$ cat config.mk
export PLATFORM = sky130hd
export DESIGN_NAME = calc_btn_encoder_flat
export DESIGN_NICKNAME = d
export VERILOG_FILES = /design/src/rtl/calc_btn_encoder_if.sv /design/src/rtl/calc_btn_encoder.sv /design/src/flat_wrapper.sv
export SDC_FILE = /design/constraint.sdc
export NUM_CORES = 1
export LEC_CHECK = 0
export ABC_AREA = 1
export BUFFER_PORTS_ARGS = -buffer_cell sky130_fd_sc_hd__buf_2
export CORE_ASPECT_RATIO = 1.5
export CORE_MARGIN = 5
export CORE_UTILIZATION = 50
export CTS_CLUSTER_DIAMETER = 150
export DETAILED_ROUTE_END_ITERATION = 16
export PLACE_DENSITY = 0.73
export RECOVER_POWER = 25
export SYNTH_ARGS = -nofsm -noshare
export SYNTH_HDL_FRONTEND = slang
export SYNTH_SLANG_ARGS = --single-unit
$ cat constraint.sdc
create_clock -name clk -period 1.55 [get_ports clk]
set_input_delay 0.31 -clock clk [delete_from_list [all_inputs] [get_ports clk]]
set_output_delay 0.31 -clock clk [all_outputs]
set_load 0.01 [all_outputs]
$ cat src/rtl/calc_btn_encoder_if.sv
//------------------------------------------------------------------------------
// Module      : calc_btn_encoder_if
// Description : Opcode request handshake between a requester and the
//               calculator button encoder.
// Revision    : 1.0 - initial release
//------------------------------------------------------------------------------
`default_nettype none

interface calc_btn_encoder_if;
    logic       req_valid;
    logic       req_ready;
    logic [3:0] req_op;

    modport master (
        output req_valid,
        output req_op,
        input  req_ready
    );

    modport slave (
        input  req_valid,
        input  req_op,
        output req_ready
    );
endinterface

`default_nettype wire

$ cat src/rtl/calc_btn_encoder.sv
//------------------------------------------------------------------------------
// Module      : calc_btn_encoder
// Description : Replays an accepted ALU opcode as a timed press of the three
//               calculator buttons {btnl, btnc, btnr}, followed by a release gap.
// Revision    : 1.0 - initial release
//------------------------------------------------------------------------------
`default_nettype none

module calc_btn_encoder #(
    parameter int HOLD_CYCLES = 4,
    parameter int GAP_CYCLES  = 2,
    parameter int CNT_W       = 16
) (
    input  wire logic              clk,
    input  wire logic              rst,
    calc_btn_encoder_if.slave      req,
    output logic                   btnl,
    output logic                   btnc,
    output logic                   btnr,
    output logic                   busy,
    output logic                   done,
    output logic                   err,
    output logic [7:0]             sent_count
);

    typedef enum logic [1:0] {
        S_IDLE    = 2'd0,
        S_PRESS   = 2'd1,
        S_RELEASE = 2'd2
    } state_t;

    localparam logic [CNT_W-1:0] c_hold_load = CNT_W'(HOLD_CYCLES - 1);
    localparam logic [CNT_W-1:0] c_gap_load  = CNT_W'(GAP_CYCLES - 1);
    localparam logic [CNT_W-1:0] c_cnt_one   = CNT_W'(1);

    state_t           r_state;
    logic [CNT_W-1:0] r_cnt;
    logic [2:0]       r_btn;
    logic             r_busy;
    logic             r_done;
    logic             r_err;
    logic             r_ready;
    logic [7:0]       r_sent;

    logic             w_legal;
    logic [2:0]       w_pat;
    logic             w_accept;

    // Button pattern per opcode; the decoder on the receive side inverts this table.
    always_comb begin
        w_legal = 1'b1;
        w_pat   = 3'b000;
        case (req.req_op)
            4'd0:    w_pat = 3'b010;
            4'd1:    w_pat = 3'b011;
            4'd2:    w_pat = 3'b000;
            4'd6:    w_pat = 3'b001;
            4'd7:    w_pat = 3'b101;
            4'd9:    w_pat = 3'b110;
            4'd10:   w_pat = 3'b111;
            4'd13:   w_pat = 3'b100;
            default: w_legal = 1'b0;
        endcase
    end

    assign w_accept = req.req_valid & r_ready;

    always_ff @(posedge clk or posedge rst) begin
        if (rst) begin
            r_state <= S_IDLE;
            r_cnt   <= '0;
            r_btn   <= 3'b000;
            r_busy  <= 1'b0;
            r_done  <= 1'b0;
            r_err   <= 1'b0;
            r_ready <= 1'b1;
            r_sent  <= 8'd0;
        end else begin
            r_done <= 1'b0;
            r_err  <= 1'b0;
            case (r_state)
                S_IDLE: begin
                    if (w_accept) begin
                        if (w_legal) begin
                            r_state <= S_PRESS;
                            r_btn   <= w_pat;
                            r_cnt   <= c_hold_load;
                            r_busy  <= 1'b1;
                            r_ready <= 1'b0;
                        end else begin
                            // Rejected opcode: stay ready so a retry can land in the err cycle.
                            r_err <= 1'b1;
                        end
                    end
                end
                S_PRESS: begin
                    if (r_cnt == '0) begin
                        r_state <= S_RELEASE;
                        r_btn   <= 3'b000;
                        r_cnt   <= c_gap_load;
                    end else begin
                        r_cnt <= r_cnt - c_cnt_one;
                    end
                end
                S_RELEASE: begin
                    if (r_cnt == '0) begin
                        r_state <= S_IDLE;
                        r_done  <= 1'b1;
                        r_busy  <= 1'b0;
                        r_ready <= 1'b1;
                        r_sent  <= r_sent + 8'd1;
                    end else begin
                        r_cnt <= r_cnt - c_cnt_one;
                    end
                end
                default: begin
                    r_state <= S_IDLE;
                    r_btn   <= 3'b000;
                    r_busy  <= 1'b0;
                    r_ready <= 1'b1;
                end
            endcase
        end
    end

    assign req.req_ready = r_ready;
    assign btnl          = r_btn[2];
    assign btnc          = r_btn[1];
    assign btnr          = r_btn[0];
    assign busy          = r_busy;
    assign done          = r_done;
    assign err           = r_err;
    assign sent_count    = r_sent;

endmodule

`default_nettype wire
$ cat src/flat_wrapper.sv
// flat-port wrapper written by rule: the top's interface ports become plain ports
module calc_btn_encoder_flat 
#(
    parameter int HOLD_CYCLES = 4,
    parameter int GAP_CYCLES  = 2,
    parameter int CNT_W       = 16
)
  (clk, rst, btnl, btnc, btnr, busy, done, err, sent_count, req_req_valid, req_req_op, req_req_ready);
  calc_btn_encoder_if req_i ();
  input  wire logic clk;
  input  wire logic rst;
  output logic btnl;
  output logic btnc;
  output logic btnr;
  output logic busy;
  output logic done;
  output logic err;
  output logic [7:0] sent_count;
  input wire logic [$bits(req_i.req_valid)-1:0] req_req_valid;
  input wire logic [$bits(req_i.req_op)-1:0] req_req_op;
  output wire logic [$bits(req_i.req_ready)-1:0] req_req_ready;
  assign req_i.req_valid = req_req_valid;
  assign req_i.req_op = req_req_op;
  assign req_req_ready = req_i.req_ready;
  calc_btn_encoder #(.HOLD_CYCLES(HOLD_CYCLES), .GAP_CYCLES(GAP_CYCLES), .CNT_W(CNT_W)) u_core (.clk(clk), .rst(rst), .req(req_i), .btnl(btnl), .btnc(btnc), .btnr(btnr), .busy(busy), .done(done), .err(err), .sent_count(sent_count));
endmodule
==> results.py <==
metrics = {
    "outcome": {
        "status": "finished with violations",
        "violations": "setup timing",
    },
    "sta": {
        "min_period_ps": 1620,
        "maxSlewHeadroom_pct": 42.6,
        "timing.final.ws_setup_ps": -70.3,
        "worst_slew_pin_slew_ps": 861,
        "drv_slew": 0,
        "fmax_mhz": 617,
        "finalCritPeriodShare_pct": 105,
        "finalHoldViolCount": 0,
        "rsz0062_at_grt": "yes",
        "whs_ps": 250,
        "setup_viol": 21,
        "clock_skew_ps": 6.34,
    },
    "cts": {
        "clock_latency_ps": 300,
        "cts_tree": "done",
        "cts_sinks": 33,
        "clockBufferDepth": 2,
        "cts-root-buf": "clkbuf_8",
        "cts_max_level": 2,
        "clkSlewWorstSetupHoldPaths_ps": 80,
        "cts_hold_buf": 0,
        "cts_buffers": 5,
    },
    "power": {
        "swShare_pct": 49.5,
        "p_seq_share_pct": 17.2,
        "p_int_mw": 3.93,
        "p_clk_share_pct": 10.9,
        "power_per_cell_area_nw_per_um2": 2500,
        "p_comb_share_pct": 71.9,
        "total_power_mw": 7.79,
        "p_leak_nw": 1.64,
        "power_switching_mw": 3.86,
        "ir_drop_uv": 1580,
    },
    "die": {
        "coreArea_um2": 4500,
        "row_count": 30,
        "die_y_um": 93.0,
        "dieArea_um2": 6070,
        "chipWidth_um": 65.3,
        "initial_core_util_pct": 50.9,
        "ios": 22,
    },
    "synthesis": {
        "synthCells": 316,
        "synth_top_family_by_area": "simple AND/OR/NAND/NOR gates",
        "syn-num-nets": 329,
        "synth_area_um2": 2290,
        "synthMuxAreaShare_pct": 0,
        "synth_cell_types": 32,
        "synthXorXnorAreaFrac_pct": 3.82,
        "syn_area_per_cell_um2": 7.26,
        "synth_edf_count": 0,
        "yosysMostFrequentCell": "nand2_1",
        "synth_seq_cells": 33,
        "yosys_warnings": 0,
        "async_flop_share_pct": 100,
        "synth_area_leaders": "dfrtp_1 (35%), nand2_1 (17%), nand3_1 (7.0%)",
        "ys_top_cells_by_count": "nand2_1 (104), dfrtp_1 (32), nand3_1 (32), nor2_1 (28), inv_1 (25)",
        "seq_area_frac_synth_pct": 36.0,
        "synth-simple-area-share_pct": 43.7,
        "synth-adder-area-share_pct": 3.27,
        "synth-main-ff-cell": "dfrtp_1",
        "yosysTopAreaCell": "dfrtp_1",
        "synth_compound_area_share_pct": 6.22,
        "yosys.area.top_type_share_pct": 34.9,
    },
    "worst_setup_path": {
        "arrival_ps": 1810,
        "crit_path_start_kind": "flip-flop",
        "path_max_fanout": 6,
        "crit_chain": "inv_2, ha_4, nand2_4, nor2_4, nand3_4, nand2_4, nor2_8, buf_12, nand3_2, nand2_1",
        "required_ps": 1740,
        "cp_slowest_cell": "dfrtp_1",
        "critPathMaxStageDelay_ps": 420,
        "worstSetupPathType": "flip-flop to flip-flop",
        "r2r_slack_ps": -70,
        "critPathCaptureType": "flip-flop",
        "crit_top_cell": "nand2_4",
        "cp_top_family": "simple AND/OR/NAND/NOR gates",
        "cp_num_buf_inv": 2,
    },
    "grt": {
        "overflow": 0,
        "antenna_found_initial": 0,
        "track_usage_pct": 22.9,
        "grt_max_degree": 34,
        "grt_pass1_vias": 2366,
        "grt_pass1_wl_um": 10800,
    },
    "min_path": {
        "hp-class": "primary input to asynchronous set/reset pin",
    },
    "detailed_routing": {
        "drt_iter0_markers": 108,
        "wl_per_cell_um": 15.5,
        "viasPerCell": 5.55,
        "wl_um": 6740,
        "ant_nets": 0,
        "dr.pass1.iters": 4,
        "drc": 0,
        "vias": 2416,
    },
    "final_layout": {
        "fin_area_um2": 3120,
        "nFillCells": 360,
        "area_growth_pct": 35.9,
        "register_area_um2": 828,
        "diodes": 0,
        "drive_above_1_share_pct": 38.0,
        "nNetsFinal": 399,
        "multiInputGateArea_um2": 1480,
    },
    "place": {
        "hpwlAfterDp_um": 4460,
        "place_area_um2": 2760,
        "port_buffers": 21,
        "gp_congestion": 0.890,
    },
    "run": {
        "cap_violations": 0,
    },
}
## worst reg2reg max path: stages, from the launching register on
cell	delay (ps)
dfrtp_1	420
inv_2	100
ha_4	150
nand2_4	50
nor2_4	190
nand3_4	170
nand2_4	130
nor2_8	60
buf_12	140
nand3_2	50
nand2_1	60
## logic make-up (layout without fill, tap and decap cells)
group	after synthesis	after routing
AOI/OAI and AO/OA	26	26
buffers and inverters	37	107
xor gates and xnor gates	10	10
and+or+nand+nor	204	205
DFF	33	33
adders and majority gates	6	6
## registers in the layout, summed over array words and instances, names as in the netlist
signal and flops:
u_core.busy 1, u_core.done 1, u_core.err 1, u_core.r_btn 3, u_core.r_cnt 16, u_core.r_state 2
u_core.req.req_ready 1, u_core.sent_count 8
## power groups by stage
stage	Sequential [mW]	Combinational, mW	Clock (mW)
after floorplan	1.38	2.88	0
after global placement	1.30	4.54	0
after detailed placement	1.31	4.63	0
after CTS	1.32	4.88	0.861
after global routing	1.38	6.06	0.907
final	1.34	5.60	0.851
## per-layer routing
layer	vias to the layer above	GRT usage, %	part of all wire, %
li1	1174	-	-
met1	1130	24.5	36
met2	76	40.1	54
met4	0	15.6	6.3
met5	-	0	0
met3	36	3.97	3.3
## worst paths after layout
path	startpoint	end	cells past startpoint
hold / removal	rst	u_core.r_cnt[7]$_DFFE_PP0P_	3
min in group clk	req_req_valid	u_core.err$_DFF_PP0_	3
max in group asynchronous	rst	u_core.r_cnt[3]$_DFFE_PP0P_	3
hold reg to reg	u_core.sent_count[7]$_DFFE_PP0P_	u_core.sent_count[7]$_DFFE_PP0P_	1
setup / recovery	u_core.r_cnt[1]$_DFFE_PP0P_	u_core.r_cnt[14]$_DFFE_PP0P_	10
setup reg to reg	u_core.r_cnt[1]$_DFFE_PP0P_	u_core.r_cnt[14]$_DFFE_PP0P_	10
## what timing repair did
item | 4_1_cts | 5_1_grt
cloned | 1 | 1
setup endpoints to repair | 21 | 29
setup buffers | 3 | 2
pin swaps | 5 | 19
hold endpoints to repair | 0 | 0
resized for setup | 11 | 43
## stage by stage
step	std cells	utilization, %	setup TNS [ps]	setup WS [ps]
after floorplan	316	-	0	0.450
after global placement	420	61.2	-36.1	-26.1
after detailed placement	420	61.2	-217	-53.9
after CTS	432	65.2	0	2.18
after global routing	435	69.3	-2380	-127
final	435	69.3	-852	-70.3
## area by class of cell
cell class,instances,area share (%)
Sequential cell,33,26.6
Clock inverter,3,1.48
Inverter,29,3.53
Tap cell,48,1.93
Multi-Input combinational cell,247,47.5
Clock buffer,5,2.21
Timing Repair Buffer,70,16.8
## placed cells by master, fill, tap and decap left out, types with 4 or more instances in the layout
| master | instances |
|---|---|
| inv_2 | 7 |
| nand2_1 | 93 |
| buf_2 | 21 |
| nand3_1 | 27 |
| nand2_2 | 14 |
| inv_1 | 21 |
| o21ai_0 | 8 |
| dfrtp_1 | 31 |
| nor2_4 | 5 |
| a21oi_1 | 6 |
| clkbuf_8 | 5 |
| nand3_2 | 10 |
| nor2_1 | 16 |
| xor2_1 | 5 |
| nor2_2 | 13 |
| buf_4 | 42 |
| xnor2_1 | 4 |
| nand2_4 | 4 |
| o21ai_1 | 5 |
| nand4_1 | 15 |
(Power assumes the default switching activity.)
